===== config.mk =====
export PLATFORM = sky130hd
export DESIGN_NAME = hit_db_feeder_flat
export DESIGN_NICKNAME = d
export VERILOG_FILES = /design/src/rtl/hit_db_feeder_if.sv /design/src/rtl/hit_db_feeder.sv /design/src/flat_wrapper.sv
export SDC_FILE = /design/constraint.sdc
export NUM_CORES = 2
export LEC_CHECK = 0
export CAP_MARGIN = 20
export CORE_AREA = 2 2 482 484
export DETAILED_ROUTE_END_ITERATION = 10
export DIE_AREA = 0 0 484 486
export GPL_TIMING_DRIVEN = 0
export MAX_ROUTING_LAYER = met4
export PLACE_DENSITY = 0.37
export RECOVER_POWER = 25
export REMOVE_ABC_BUFFERS = 1
export SLEW_MARGIN = 20
export SYNTH_ARGS = -nofsm -noshare
export SYNTH_HDL_FRONTEND = slang
export SYNTH_SLANG_ARGS = --single-unit

===== constraint.sdc =====
create_clock -name clk -period 6.4 [get_ports clk]
set_input_delay 0.96 -clock clk [delete_from_list [all_inputs] [get_ports clk]]
set_output_delay 0.96 -clock clk [all_outputs]
set_load 0.1 [all_outputs]

===== src/rtl/hit_db_feeder_if.sv =====
// rtl/hit_db_feeder_if.sv - control, DDR read and detector signal bundle for hit_db_feeder
// Purpose: groups every non-clock/reset signal of the feeder.
//   master : the feeder side (drives requests, detector controls, status)
//   slave  : the environment side (DDR, detector, extender, host)
// Ports (all in the bundle):
//   start/db_base_addr/db_num_words    scan command
//   busy/done/hit_count                scan status
//   rd_req_*/rd_data*                  1-outstanding DDR read port
//   dataBase/dataBaseValid/load/shift  detector feed
//   stop/locationStart/locationEnd     hit handoff
//   hit/ext_done                       detector hit and extender completion
interface hit_db_feeder_if #(
  parameter int DATA_W = 512,
  parameter int ADDR_W = 32
);
  logic              start;
  logic [ADDR_W-1:0] db_base_addr;
  logic [31:0]       db_num_words;
  logic              busy;
  logic              done;
  logic [31:0]       hit_count;

  logic              rd_req_valid;
  logic              rd_req_ready;
  logic [ADDR_W-1:0] rd_req_addr;
  logic [DATA_W-1:0] rd_data;
  logic              rd_data_valid;
  logic              rd_data_ready;

  logic [DATA_W-1:0] dataBase;
  logic              dataBaseValid;
  logic              load;
  logic              shift;
  logic              stop;
  logic [31:0]       locationStart;
  logic [31:0]       locationEnd;
  logic              hit;
  logic              ext_done;

  modport master (
    input  start, db_base_addr, db_num_words, rd_req_ready, rd_data, rd_data_valid, hit, ext_done,
    output busy, done, hit_count, rd_req_valid, rd_req_addr, rd_data_ready,
           dataBase, dataBaseValid, load, shift, stop, locationStart, locationEnd
  );

  modport slave (
    output start, db_base_addr, db_num_words, rd_req_ready, rd_data, rd_data_valid, hit, ext_done,
    input  busy, done, hit_count, rd_req_valid, rd_req_addr, rd_data_ready,
           dataBase, dataBaseValid, load, shift, stop, locationStart, locationEnd
  );
endinterface


===== src/rtl/hit_db_feeder.sv =====
// rtl/hit_db_feeder.sv - database-side driver for the w-mer hit detector
// Purpose: fetches db_num_words words from DDR (one request outstanding, one-word
//   prefetch buffer), feeds each word to the detector one nucleotide per cycle,
//   pauses on every hit until the extender reports ext_done, then resumes.
// Ports:
//   clk, rst  clock and synchronous active-high reset
//   bus       hit_db_feeder_if.master (command/status, DDR read port, detector feed)
module hit_db_feeder #(
  parameter int DATA_W  = 512,
  parameter int WMER_NT = 11,
  parameter int ADDR_W  = 32
) (
  input logic             clk,
  input logic             rst,
  hit_db_feeder_if.master bus
);
  localparam logic [31:0]       NT_PER_WORD = 32'(DATA_W / 2);
  localparam logic [7:0]        LAST_POS    = 8'(DATA_W / 2 - WMER_NT);
  localparam logic [ADDR_W-1:0] STRIDE      = ADDR_W'(DATA_W / 8);

  typedef enum logic [2:0] {
    S_IDLE, S_WAITW, S_LOAD, S_SCAN, S_HOLD, S_STOP, S_NEXT, S_DONE
  } state_t;

  state_t            state_q;
  logic [ADDR_W-1:0] base_q;
  logic [31:0]       num_q;
  logic [31:0]       req_idx_q;
  logic [31:0]       cur_idx_q;
  logic [7:0]        pos_q;
  logic [DATA_W-1:0] buf_q;
  logic              buf_full_q;
  logic              outstanding_q;
  logic [DATA_W-1:0] data_base_q;
  logic              dbv_q;
  logic              load_q;
  logic              stop_q;
  logic              done_q;
  logic              busy_q;
  logic [31:0]       loc_start_q;
  logic [31:0]       loc_end_q;
  logic [31:0]       hit_count_q;

  logic              req_valid;
  logic              data_ready;
  logic              req_fire;
  logic              rsp_fire;
  logic [31:0]       word_nt_base;

  // Buffer must be empty and nothing in flight, so a response always finds room.
  assign req_valid    = (state_q != S_IDLE) && (req_idx_q < num_q) && !outstanding_q && !buf_full_q;
  assign data_ready   = !buf_full_q;
  assign req_fire     = req_valid && bus.rd_req_ready;
  assign rsp_fire     = bus.rd_data_valid && data_ready;
  assign word_nt_base = cur_idx_q * NT_PER_WORD;

  assign bus.rd_req_valid  = req_valid;
  assign bus.rd_req_addr   = base_q + ADDR_W'(req_idx_q) * STRIDE;
  assign bus.rd_data_ready = data_ready;
  // Combinational so the detector freezes on the very cycle its comparators fire;
  // the last window position never shifts because there is nothing after it.
  assign bus.shift         = (state_q == S_SCAN) && !bus.hit && (pos_q != LAST_POS);

  assign bus.dataBase      = data_base_q;
  assign bus.dataBaseValid = dbv_q;
  assign bus.load          = load_q;
  assign bus.stop          = stop_q;
  assign bus.done          = done_q;
  assign bus.busy          = busy_q;
  assign bus.locationStart = loc_start_q;
  assign bus.locationEnd   = loc_end_q;
  assign bus.hit_count     = hit_count_q;

  always_ff @(posedge clk) begin
    if (rst) begin
      state_q       <= S_IDLE;
      base_q        <= '0;
      num_q         <= '0;
      req_idx_q     <= '0;
      cur_idx_q     <= '0;
      pos_q         <= '0;
      buf_q         <= '0;
      buf_full_q    <= 1'b0;
      outstanding_q <= 1'b0;
      data_base_q   <= '0;
      dbv_q         <= 1'b0;
      load_q        <= 1'b0;
      stop_q        <= 1'b0;
      done_q        <= 1'b0;
      busy_q        <= 1'b0;
      loc_start_q   <= '0;
      loc_end_q     <= '0;
      hit_count_q   <= '0;
    end else begin
      load_q <= 1'b0;
      stop_q <= 1'b0;
      done_q <= 1'b0;

      if (req_fire) begin
        outstanding_q <= 1'b1;
        req_idx_q     <= req_idx_q + 32'd1;
      end
      if (rsp_fire) begin
        buf_q         <= bus.rd_data;
        buf_full_q    <= 1'b1;
        outstanding_q <= 1'b0;
      end

      // Pulse/level outputs are set on the edge entering their state so they
      // are valid for exactly the cycles spent in that state.
      case (state_q)
        S_IDLE: begin
          if (bus.start) begin
            base_q      <= bus.db_base_addr;
            num_q       <= bus.db_num_words;
            req_idx_q   <= '0;
            cur_idx_q   <= '0;
            hit_count_q <= '0;
            busy_q      <= 1'b1;
            if (bus.db_num_words == 32'd0) begin
              state_q <= S_DONE;
              done_q  <= 1'b1;
            end else begin
              state_q <= S_WAITW;
            end
          end
        end
        S_WAITW: begin
          if (buf_full_q) begin
            state_q     <= S_LOAD;
            data_base_q <= buf_q;
            load_q      <= 1'b1;
            dbv_q       <= 1'b1;
          end
        end
        S_LOAD: begin
          buf_full_q <= 1'b0;
          pos_q      <= '0;
          state_q    <= S_SCAN;
        end
        S_SCAN: begin
          if (bus.hit) begin
            hit_count_q <= hit_count_q + 32'd1;
            loc_start_q <= word_nt_base + 32'(pos_q);
            loc_end_q   <= word_nt_base + NT_PER_WORD - 32'd1;
            dbv_q       <= 1'b0;
            state_q     <= S_HOLD;
          end else if (pos_q == LAST_POS) begin
            dbv_q   <= 1'b0;
            state_q <= S_NEXT;
          end else begin
            pos_q <= pos_q + 8'd1;
          end
        end
        S_HOLD: begin
          if (bus.ext_done) begin
            stop_q  <= 1'b1;
            state_q <= S_STOP;
          end
        end
        S_STOP: begin
          if (pos_q < LAST_POS) begin
            pos_q   <= pos_q + 8'd1;
            dbv_q   <= 1'b1;
            state_q <= S_SCAN;
          end else begin
            state_q <= S_NEXT;
          end
        end
        S_NEXT: begin
          if (cur_idx_q == num_q - 32'd1) begin
            done_q  <= 1'b1;
            state_q <= S_DONE;
          end else begin
            cur_idx_q <= cur_idx_q + 32'd1;
            state_q   <= S_WAITW;
          end
        end
        S_DONE: begin
          busy_q  <= 1'b0;
          state_q <= S_IDLE;
        end
        default: state_q <= S_IDLE;
      endcase
    end
  end
endmodule


===== src/flat_wrapper.sv =====
// flat-port wrapper written by rule: the top's interface ports become plain ports
module hit_db_feeder_flat 
#(
  parameter int DATA_W  = 512,
  parameter int WMER_NT = 11,
  parameter int ADDR_W  = 32
)
  (clk, rst, bus_start, bus_db_base_addr, bus_db_num_words, bus_rd_req_ready, bus_rd_data, bus_rd_data_valid, bus_hit, bus_ext_done, bus_busy, bus_done, bus_hit_count, bus_rd_req_valid, bus_rd_req_addr, bus_rd_data_ready, bus_dataBase, bus_dataBaseValid, bus_load, bus_shift, bus_stop, bus_locationStart, bus_locationEnd);
  hit_db_feeder_if #(.DATA_W(DATA_W), .ADDR_W(ADDR_W)) bus_i ();
  input logic clk;
  input logic rst;
  input wire logic [$bits(bus_i.start)-1:0] bus_start;
  input wire logic [$bits(bus_i.db_base_addr)-1:0] bus_db_base_addr;
  input wire logic [$bits(bus_i.db_num_words)-1:0] bus_db_num_words;
  input wire logic [$bits(bus_i.rd_req_ready)-1:0] bus_rd_req_ready;
  input wire logic [$bits(bus_i.rd_data)-1:0] bus_rd_data;
  input wire logic [$bits(bus_i.rd_data_valid)-1:0] bus_rd_data_valid;
  input wire logic [$bits(bus_i.hit)-1:0] bus_hit;
  input wire logic [$bits(bus_i.ext_done)-1:0] bus_ext_done;
  output wire logic [$bits(bus_i.busy)-1:0] bus_busy;
  output wire logic [$bits(bus_i.done)-1:0] bus_done;
  output wire logic [$bits(bus_i.hit_count)-1:0] bus_hit_count;
  output wire logic [$bits(bus_i.rd_req_valid)-1:0] bus_rd_req_valid;
  output wire logic [$bits(bus_i.rd_req_addr)-1:0] bus_rd_req_addr;
  output wire logic [$bits(bus_i.rd_data_ready)-1:0] bus_rd_data_ready;
  output wire logic [$bits(bus_i.dataBase)-1:0] bus_dataBase;
  output wire logic [$bits(bus_i.dataBaseValid)-1:0] bus_dataBaseValid;
  output wire logic [$bits(bus_i.load)-1:0] bus_load;
  output wire logic [$bits(bus_i.shift)-1:0] bus_shift;
  output wire logic [$bits(bus_i.stop)-1:0] bus_stop;
  output wire logic [$bits(bus_i.locationStart)-1:0] bus_locationStart;
  output wire logic [$bits(bus_i.locationEnd)-1:0] bus_locationEnd;
  assign bus_i.start = bus_start;
  assign bus_i.db_base_addr = bus_db_base_addr;
  assign bus_i.db_num_words = bus_db_num_words;
  assign bus_i.rd_req_ready = bus_rd_req_ready;
  assign bus_i.rd_data = bus_rd_data;
  assign bus_i.rd_data_valid = bus_rd_data_valid;
  assign bus_i.hit = bus_hit;
  assign bus_i.ext_done = bus_ext_done;
  assign bus_busy = bus_i.busy;
  assign bus_done = bus_i.done;
  assign bus_hit_count = bus_i.hit_count;
  assign bus_rd_req_valid = bus_i.rd_req_valid;
  assign bus_rd_req_addr = bus_i.rd_req_addr;
  assign bus_rd_data_ready = bus_i.rd_data_ready;
  assign bus_dataBase = bus_i.dataBase;
  assign bus_dataBaseValid = bus_i.dataBaseValid;
  assign bus_load = bus_i.load;
  assign bus_shift = bus_i.shift;
  assign bus_stop = bus_i.stop;
  assign bus_locationStart = bus_i.locationStart;
  assign bus_locationEnd = bus_i.locationEnd;
  hit_db_feeder #(.DATA_W(DATA_W), .WMER_NT(WMER_NT), .ADDR_W(ADDR_W)) u_core (.clk(clk), .rst(rst), .bus(bus_i));
endmodule

Yosys cells after proc, flatten, opt, wreduce, memory -nomap -nowiden --
Index checks and enable logic that the tools add are counted.
Cells by class: add/subtract/negate cells 9, muxes and demuxes 34, $lt $le $gt $ge 2, reduce and logical (&&, ||, !) cells 31, equal/unequal tests 19, bitwise logic cells 2
Operators with widths (number):
- $mux W32 | 6
- $pmux W32 S2 | 2
- $add A32 B1 Y32 const B | 3
- $sub A32 B1 Y32 const B | 2
- $add A32 B32 Y32 | 1
- $add A32 B8 Y32 | 1
- $add A32 B9 Y32 const B | 1
- $eq A32 B32 Y1 | 1
- $logic_not A32 Y1 | 1
- $lt A32 B32 Y1 | 1
- $mux W3 | 8
- $mux W8 | 3
- $pmux W3 S8 | 1
- $pmux W8 S3 | 1
- $eq A3 B3 Y1 const B | 4
- $ne A2 B2 Y1 const B | 6
- $reduce_and A4 Y1 | 3
- $mux W1 | 10
- $reduce_bool A3 Y1 | 3
- $add A8 B1 Y8 const B | 1
- $eq A8 B8 Y1 const B | 1
- $lt A8 B8 Y1 const B | 1
- $ne A8 B8 Y1 const B | 1
- $reduce_and A2 Y1 | 4
- 13 further kinds | 31
Storage, ports and cells: flip-flop bits (word level) 1266, input port bits 583, output and inout port bits 648

Logic depth before layout (Yosys ltp) --
word-level depth 8, depth in mapped cells 15, mapped depth without buffers 12

Least setup slack after synthesis --
No wires, ideal clock.
path kind reg-to-output, start reg u_core.req_idx_q[6], end out bus_rd_req_addr[31], path slack 0.837 ns, stages on the path, launching flop included 11, path buffers 0, data required time 5.440 ns, data arrival time 4.603 ns, cell sequence dfxtp_1 ha_1 a211oi_1 o21ai_0 a21oi_1 or4b_2 a21oi_1 nor3_1 nor3_1 nor2_1 a211oi_1
Between the ends: longest elaborated chain between the ends 1
RTL lines:
- start: declaration | line hit_db_feeder.sv:28 | logic [31:0] req_idx_q;
- start signal: assignment | line hit_db_feeder.sv:101 | req_idx_q <= req_idx_q + 32'd1;
- $add A32 B32 Y32 | line hit_db_feeder.sv:58 | assign bus.rd_req_addr = base_q + ADDR_W'(req_idx_q) * STRIDE;
- end: declaration | line flat_wrapper.sv:24 | output wire logic [$bits(bus_i.rd_req_addr)-1:0] bus_rd_req_addr;
Every way passes these cells.

Worst setup path after layout --
start reg u_core.req_idx_q[2], end out bus_rd_req_addr[29]
Same word-level chain as after synthesis.

==> run summary <==
DRT antenna net count: 0
# rows: 176
Cell Area, Synth: 47200 sq um
number of global-route vias before repair: 43.4k
IO Port Bufs: 1230
H-tree Lvls: 4
Critical R2R Capture: u_core.bus.dataBase[200]$_SDFFE_PP0P_
max-slew violation count: 528
Pleak: 23.6 nW
postcts setup bufs: 0
critical path endpoint category: output port
Fin Setup TNS: 0 ns
share of layout cells above drive strength 1: 5.61%
Post-synth EDFFs: 0
Worst-Margin Slew: 2.90 ns
multi-input logic area: 20400 sq um
Max Cap Viol: 12
Layout Skew: 0.0693 ns
PwrDens: 325 nW/um^2
Num CTS Buffers: 161
drt total wl: 229 mm
Worst setup SP type: flop
fillers: 24.7k
vias per cell: 4.40
placed cell count: 9952
unrepaired setup endpoints after global routing: false
HPWL Detailed: 171 mm
failing checks: capacitance limit, slew limit
crit-path max FO: 7
Hold WC Path Type: flop to flop
number of remaining DRC errors: 0
CP Class: flop to output port
synthesis-stage register bit count: 1235
1st-pass router iterations: 7
Hold Fails Final Rpt: 0
die height: 486 microns
Synth Area per Inst: 7.76 sq um
Final Cycle Share: 94.1%
worst r2r src: u_core.state_q[2]$_SDFFE_PP0P_
full die area: 235000 sq um
final hold slack: 0.411 ns
largest net degree at the start of global routing: 166
WP data required: 5.44 ns
grt total ovfl: 0
CP Capture Point: bus_rd_req_addr[29]
Clock transition at path regs: 0.06 ns
Clock Path Buffers: 3
drt initial violations: 2586
Synth Flop Type: dfxtp_1
distinct cell type count after synthesis: 81
CP arrival: 5.06 ns
antenna violations before repair: 124
status: finished with violations
root buffer cell: clkbuf_16
clk_lat worst skew: 0.81 ns
area grow syn2layout: 44.5%
core footprint: 229000 sq um
hold bufs inserted after CTS: 0
async set-reset flop share out of synthesis: 0%
R2R cell count: 9
# nets final: 7736
Slew headroom: -93.1%
WL/cell: 22.2 microns
Clock Sinks: 1235
Die Span X: 484 microns
final setup fails: 0
via count: 45.4k
overall routing resource usage: 19.3%
post_cts resized: 0
r2r setup slk: 0.80 ns
Post-Layout Cell Count: 10.3k
sequential fraction of the synthesis area: 52.4%
Max Fclk: 166 MHz
Starting Density: 20.6%
VDD IR max: 0.000239 V
CTS tree: built
placer congestion estimate: 0.838
Sequential cell area: 24700 sq um
Post-Synthesis Cells: 6079
first-pass GRT wire length: 324 mm
Ports: 1231
Final min period: 6.02 ns
Setup crit start: u_core.req_idx_q[2]$_SDFF_PP0_
Synth Warn #: 0
-- registers in the layout, indices dropped and copies added (netlist names), 3 cells and up --
| register | cells |
|---|---|
| u_core.num_q | 32 |
| u_core.buf_q | 512 |
| u_core.cur_idx_q | 32 |
| u_core.pos_q | 8 |
| u_core.bus.locationStart | 9 |
| u_core.state_q | 3 |
| u_core.bus.locationEnd | 24 |
| u_core.base_q | 32 |
| u_core.bus.dataBase | 512 |
| u_core.bus.hit_count | 32 |
| u_core.req_idx_q | 32 |
-- power breakdown --
group / total, mW / internal, mW / switching, mW / leakage (nW)
logic: 4.61 / 1.44 / 3.17 / 11.0
registers: 8.43 / 8.12 / 0.310 / 10.0
clock network: 9.15 / 5.37 / 3.77 / 2.58
-- metal layers --
layer	share of wire, %	GRT usage [%]
met1	41	22.2
met2	48	31.9
met3	8.1	6.55
met4	2.9	5.21
met5	0	-
-- stage by stage --
step	cell area, sq um	utilization [%]	power [mW]	setup slack, ns
final	68200	29.7	22.2	0.380
after global routing	68200	29.7	23.2	0.0566
after CTS	68300	29.8	22.7	0.155
after detailed placement	63000	27.4	13.3	1.05
after global placement	61400	26.7	13.8	-54.73
after floorplan	45300	-	11.5	-11.02
-- cells in the final DEF, fill, tap and decap left out, drive strengths merged, types with 9 or more instances in the layout --
cell type,count
nor3,37
buf,130
nand3,58
and4,10
ha,63
diode,58
a21o,17
mux2i,29
and3,16
dfxtp,1235
nor4,19
xnor2,46
and2,9
o211ai,10
clkinv,20
nand2,2360
a211oi,13
or4,16
a21oi,1222
clkbuf,296
o21ai,44
clkdlybuf4s50,1138
nor2,101
nand2b,13
inv,67
o31ai,14
nand4,44
xor2,35
or3,51
-- critical path, stage by stage (launching register included) --
cell	delay, ns
dfxtp_1	0.38
ha_1	0.38
o21ai_0	0.12
o21ai_0	0.31
a21oi_1	0.19
or4b_2	0.75
a21oi_1	0.28
nor3_1	0.15
o31ai_1	0.28
a211oi_1	0.11
nor3_1	0.16
clkdlybuf4s50_1	1.17
-- kinds of logic after synthesis --
| kind of cell | after synthesis | share of synthesized area [%] |
|---|---|---|
| fa+ha+maj | 64 | 1.71 |
| buf+inv | 527 | 4.54 |
| mux | 37 | 0.806 |
| compound gates | 1373 | 15.3 |
| flops | 1235 | 52.4 |
| simple gates | 2761 | 23.7 |
| xor+xnor | 82 | 1.55 |
-- cell usage after synthesis (all sizes together) (29+ instances only) --
cell | n | area share [%]
a21oi | 1222 | 13
buf | 68 | 0.89
clkbuf | 396 | 3.2
dfxtp | 1235 | 52
ha | 63 | 1.7
inv | 62 | 0.49
mux2i | 29 | 0.62
nand2 | 2360 | 19
nand3 | 58 | 0.62
nand4 | 44 | 0.63
nor2 | 101 | 0.81
nor3 | 37 | 0.40
o21ai | 44 | 0.49
or3 | 51 | 0.68
xnor2 | 46 | 0.85
xor2 | 35 | 0.65
-- cell type report --
cell class / instances / share of cell area (%)
Sequential cell: 1235 / 36.3
Antenna cell: 58 / 0.213
Multi-Input combinational cell: 4317 / 29.9
Timing Repair Buffer: 1311 / 19.9
Clock inverter: 31 / 0.791
Clock buffer: 257 / 7.04
Inverter: 63 / 0.347
Tap cell: 3026 / 5.55
-- worst min-delay path by stage --
stage / to / cells after the start / from / slack, ns
4_1_cts: u_core.bus.dataBase[225]$_SDFFE_PP0P_ / 2 / u_core.buf_q[225]$_SDFFE_PP0P_ / 0.42
6_report: u_core.bus.dataBase[453]$_SDFFE_PP0P_ / 2 / u_core.buf_q[453]$_SDFFE_PP0P_ / 0.41
5_1_grt: u_core.bus.dataBase[453]$_SDFFE_PP0P_ / 2 / u_core.buf_q[453]$_SDFFE_PP0P_ / 0.43
2_1_floorplan: u_core.bus.dataBase[0]$_SDFFE_PP0P_ / 2 / u_core.buf_q[0]$_SDFFE_PP0P_ / 0.43
3_3_place_gp: u_core.bus.dataBase[32]$_SDFFE_PP0P_ / 2 / u_core.buf_q[32]$_SDFFE_PP0P_ / 0.44
3_5_place_dp: u_core.bus.dataBase[151]$_SDFFE_PP0P_ / 2 / u_core.buf_q[151]$_SDFFE_PP0P_ / 0.44
(Power assumes the default switching activity.)
